===== src/rtl/pc_sequencer.sv =====
// rtl/pc_sequencer.sv - program-counter stage with redirect priority, stall hold and alignment check
module pc_sequencer #(
    parameter int               NBits        = 32,
    parameter logic [NBits-1:0] RESET_VECTOR = 32'h0040_0000,
    parameter logic [NBits-1:0] EXC_VECTOR   = 32'h8000_0180
) (
    input  logic             clk,
    input  logic             reset,
    input  logic             in_Stall,
    input  logic [NBits-1:0] in_PcPlus4,
    input  logic             in_BranchTaken,
    input  logic [NBits-1:0] in_BranchTarget,
    input  logic             in_Jump,
    input  logic [NBits-1:0] in_JumpTarget,
    input  logic             in_JumpReg,
    input  logic [NBits-1:0] in_RegTarget,
    input  logic             in_Exception,
    output logic [NBits-1:0] out_PC,
    output logic             out_Valid,
    output logic             out_Misaligned,
    output logic [NBits-1:0] out_BadAddr
);

    typedef enum logic [1:0] {BOOT, RUN, HOLD} state_t;

    state_t           state, state_next;
    logic [NBits-1:0] pc, pc_next;
    logic             mis, mis_next;
    logic [NBits-1:0] bad, bad_next;
    logic [NBits-1:0] pend_pc, pend_pc_next;
    logic             pend_mis, pend_mis_next;
    logic [NBits-1:0] pend_bad, pend_bad_next;
    logic             pend_exc, pend_exc_next;

    logic             redirect;
    logic             has_raw;
    logic [NBits-1:0] raw_target;
    logic [NBits-1:0] sel_target;
    logic             sel_mis;

    assign redirect = in_Exception | in_JumpReg | in_Jump | in_BranchTaken;

    // Pick this cycle's target by priority; checked targets that are misaligned become the exception vector
    always_comb begin
        has_raw    = 1'b0;
        raw_target = '0;
        sel_target = in_PcPlus4;
        sel_mis    = 1'b0;
        if (in_Exception) begin
            sel_target = EXC_VECTOR;
        end else if (in_JumpReg) begin
            has_raw    = 1'b1;
            raw_target = in_RegTarget;
        end else if (in_Jump) begin
            has_raw    = 1'b1;
            raw_target = in_JumpTarget;
        end else if (in_BranchTaken) begin
            has_raw    = 1'b1;
            raw_target = in_BranchTarget;
        end
        if (has_raw) begin
            if (raw_target[1:0] != 2'b00) begin
                sel_target = EXC_VECTOR;
                sel_mis    = 1'b1;
            end else begin
                sel_target = raw_target;
            end
        end
    end

    // Next-state and next-datapath decisions; misaligned pulse only fires when the PC is actually loaded
    always_comb begin
        state_next    = state;
        pc_next       = pc;
        mis_next      = 1'b0;
        bad_next      = bad;
        pend_pc_next  = pend_pc;
        pend_mis_next = pend_mis;
        pend_bad_next = pend_bad;
        pend_exc_next = pend_exc;
        case (state)
            BOOT: begin
                state_next = RUN;
            end
            RUN: begin
                if (!in_Stall) begin
                    pc_next  = sel_target;
                    mis_next = sel_mis;
                    if (sel_mis) bad_next = raw_target;
                end else if (redirect) begin
                    pend_pc_next  = sel_target;
                    pend_mis_next = sel_mis;
                    pend_bad_next = raw_target;
                    pend_exc_next = in_Exception;
                    state_next    = HOLD;
                end
            end
            HOLD: begin
                if (in_Stall) begin
                    // A held exception is only displaced by another exception
                    if (redirect && !(pend_exc && !in_Exception)) begin
                        pend_pc_next  = sel_target;
                        pend_mis_next = sel_mis;
                        pend_bad_next = raw_target;
                        pend_exc_next = in_Exception;
                    end
                end else begin
                    state_next    = RUN;
                    pend_exc_next = 1'b0;
                    if (in_Exception) begin
                        pc_next = EXC_VECTOR;
                    end else begin
                        pc_next  = pend_pc;
                        mis_next = pend_mis;
                        if (pend_mis) bad_next = pend_bad;
                    end
                end
            end
            default: begin
                state_next = BOOT;
            end
        endcase
    end

    // State and datapath registers; reset discards any pending redirect
    always_ff @(posedge clk) begin
        if (reset) begin
            state    <= BOOT;
            pc       <= RESET_VECTOR;
            mis      <= 1'b0;
            bad      <= '0;
            pend_pc  <= '0;
            pend_mis <= 1'b0;
            pend_bad <= '0;
            pend_exc <= 1'b0;
        end else begin
            state    <= state_next;
            pc       <= pc_next;
            mis      <= mis_next;
            bad      <= bad_next;
            pend_pc  <= pend_pc_next;
            pend_mis <= pend_mis_next;
            pend_bad <= pend_bad_next;
            pend_exc <= pend_exc_next;
        end
    end

    assign out_PC         = pc;
    assign out_Valid      = (state != BOOT);
    assign out_Misaligned = mis;
    assign out_BadAddr    = bad;

endmodule

===== config.mk =====
export PLATFORM = sky130hd
export DESIGN_NAME = pc_sequencer
export DESIGN_NICKNAME = d
export VERILOG_FILES = /design/src/rtl/pc_sequencer.sv
export SDC_FILE = /design/constraint.sdc
export NUM_CORES = 1
export LEC_CHECK = 0
export BUFFER_PORTS_ARGS = -buffer_cell sky130_fd_sc_hd__buf_2
export CAP_MARGIN = 40
export CORE_MARGIN = 2
export CORE_UTILIZATION = 50
export CTS_CLUSTER_DIAMETER = 100
export CTS_CLUSTER_SIZE = 14
export DETAILED_ROUTE_END_ITERATION = 12
export PLACE_DENSITY = 0.87
export SYNTH_ARGS = -nofsm -noshare
export SYNTH_HDL_FRONTEND = slang
export SYNTH_SLANG_ARGS = --single-unit

===== constraint.sdc =====
create_clock -name clk -period 2.44 [get_ports clk]
set_clock_uncertainty 0.15 [all_clocks]
set_input_delay 0.488 -clock clk [delete_from_list [all_inputs] [get_ports clk]]
set_output_delay 0.488 -clock clk [all_outputs]
set_load 0.005 [all_outputs]

==> results.txt <==
Peak supply drop: 0.000561 V
Core Area: 13,100 sq um
Yosys reg bits: 133
Worst hold path class: in -> reg
Post-synth EDFFs: 0
Chip Height: 120 um
Area Growth Syn to Fin: 32.8%
Setup Crit Path Kind: reg -> reg
Worst EP arrival: 2.50 ns
Worst setup SP type: flop
Slew headroom: 56.7%
Mapped Cells: 826
Via count: 7,289
Type of element capturing the critical path: flop
Post-synth ARST share: 0%
Inst Count DP: 1,193
Starting Density: 50.9%
Mapped Avg Cell Area: 8.09 sq um
Min Tclk post-route: 2.33 ns
Overall global routing resource usage: 30.5%
DRT Wirelength: 21,900 um
Most frequent cells in the layout: buf_2 (199), dfxtp_1 (133), nor2_1 (124)
Hold Vio Cnt, Final: 0
1st-iter DRT viols: 760
NumNets Final: 1,175
Post-synth cell types: 48
Max-Cap Viols: 0
Final core utilization: 67.6%
Residual DRC count: 0
Ys Warns: 0
CP Cell Sequence: inv_1, ha_1, inv_1, a21oi_2, buf_4, nor3b_2, buf_4, nor2_1, a211oi_1
Worst-Margin Slew: 0.644 ns
Syn nets: 965
WL/cell: 17.8 um
Synthesized area: 6690 sq um
Worst-path clk slew: 0.06 ns
Main flop type after synthesis: dfxtp_1
GRT overflow: 0
Root buf cell: clkbuf_16
Vias in the first global route: 6,928
Port bufs: 200
Largest net degree at the start of global routing: 54
Fmax: 0.429 GHz
Clock Sinks: 133
Seq/Total Area, Yosys: 39.8%
Share of the clock period used by the worst path: 95.6%
Fillcell total: 1,053
Design Power: 7.43 mW
Worst-path fanout max: 30
Status: finished, final reports clean
RePlAce Congestion: 0.848
Critical Path RT: 2.61 ns
CTS Hold Buffers Added: 0
TritonCTS clock tree: done
Clk_lat worst skew: 0.41 ns
Share of cells above drive strength 1: 32.8%
Post-route ant nets: 0
Cell area power density: 838 nW/um^2
Final setup viols: 0
CTS Buf Count: 17
Hpwl dp: 15,200 um
Post-DR vias/cell: 5.94
Clk buf depth: 2
Static Leak: 3.83 nW
Commonest non-fill, non-tap cell in the layout: buf_2
Slowest cell on the critical path: dfxtp_1
Core Rows: 42
H-tree depth reported by CTS: 4
Non-Filler Instances: 1,227
Initial antenna violation count: 2
DR pass1 iterations: 7
Die area: 14,300 sq um
First-pass GRT wire length: 34,900 um
Top Ports: 201
CP max stage delay: 0.40 ns
Final Max Slew Viols: 0
Chip width: 120 um
-- registers in the layout, summed over array words and instances, names as in the netlist --
register / count
pend_pc: 32
out_BadAddr: 32
state: 2
pend_mis: 1
pend_bad: 32
out_Misaligned: 1
out_PC: 32
pend_exc: 1
-- stage by stage --
step                area (sq um)   TNS, ns  worst slack, ns  hold slack, ns
detailed placement          8240    -0.205           -0.133           0.297
global route                8870  -0.00198         -0.00198           0.209
global placement            8210    -0.141          -0.0876           0.288
finish                      8870         0            0.108           0.206
floorplan                   6690         0            0.285           0.282
CTS                         8860         0           0.0680           0.193
-- worst max-delay path: cells and delay by family, from the launching register on --
kind                     cells  cell delay, ns
buffers and inverters        4            0.75
flip-flops                   1            0.40
AND/OR/NAND/NOR              2            0.37
AO/OA/AOI/OAI                2            0.29
adder cells (fa/ha/maj)      1            0.27
-- final cells by class --
type | instances | area [sq um] | area share, %
clock inverter | 12 | 178 | 2.00
tap | 176 | 220 | 2.48
multi-input combinational | 598 | 3580 | 40.4
antenna | 2 | 5.00 | 0.0564
sequential | 133 | 2660 | 30.0
timing repair buffer | 275 | 1740 | 19.6
inverter | 11 | 41.3 | 0.465
clock buffer | 20 | 447 | 5.03
-- metal layers --
layer / wire, um / GRT usage [%] / vias to the layer above
met3: 2070 / 8.51 / 52
met1: 8710 / 37.2 / 3428
li1: - / - / 3439
met5: 0 / 0 / -
met2: 10600 / 51.4 / 370
met4: 548 / 11.1 / 0
-- report_power, final --
group          leakage (nW)  total [mW]  internal (mW)  switching (mW)
sequential             1.09        2.69           2.51           0.182
clock                 0.293        2.70           1.74           0.964
combinational          2.45        2.04          0.845            1.20
total                  3.83        7.43           5.09            2.34
-- cells in the mapped netlist, drive strengths merged, types with 2 or more instances --
| library cell | number | area share, % |
|---|---|---|
| a211oi | 30 | 3.4 |
| o31a | 3 | 0.39 |
| ha | 4 | 0.75 |
| a22oi | 28 | 3.1 |
| mux2i | 27 | 4.0 |
| o221ai | 4 | 0.52 |
| nand2b | 2 | 0.19 |
| o21ai | 35 | 2.6 |
| clkbuf | 37 | 2.1 |
| nor4 | 2 | 0.41 |
| or3 | 4 | 0.37 |
| nand3 | 3 | 0.22 |
| nand2 | 88 | 4.9 |
| o2bb2ai | 2 | 0.26 |
| a221oi | 56 | 8.6 |
| a21oi | 76 | 5.8 |
| a311oi | 3 | 0.39 |
| nand3b | 7 | 0.84 |
| buf | 47 | 4.6 |
| inv | 11 | 0.62 |
| nor3 | 86 | 7.3 |
| nor2 | 126 | 7.1 |
| dfxtp | 133 | 40 |
-- worst paths after layout --
check	start	endpoint	slack, ns	cells after the start
setup / recovery	state[1]$_SDFFE_PP0P_	pend_mis$_SDFFE_PP0P_	0.11	9
hold / removal	in_PcPlus4[1]	pend_pc[1]$_SDFFE_PP0P_	0.21	3
setup reg to reg	state[1]$_SDFFE_PP0P_	pend_mis$_SDFFE_PP0P_	0.11	9
hold reg to reg	pend_pc[1]$_SDFFE_PP0P_	pend_pc[1]$_SDFFE_PP0P_	0.30	2
-- kinds of logic after synthesis --
family          count (synthesis)  synth area share [%]
compound gates                244                  26.1
fa+ha+maj                       4                 0.749
buf+inv                        95                  7.28
flops                         133                  39.8
mux                            27                  4.04
simple gates                  323                  22.0
-- what timing repair did --
action / in CTS / in global routing
setup buffers: 0 / 0
endpoints found under the setup margin: 0 / 5
resized for setup: 0 / 1
No activity file was read; power rests on OpenSTA's default activity.
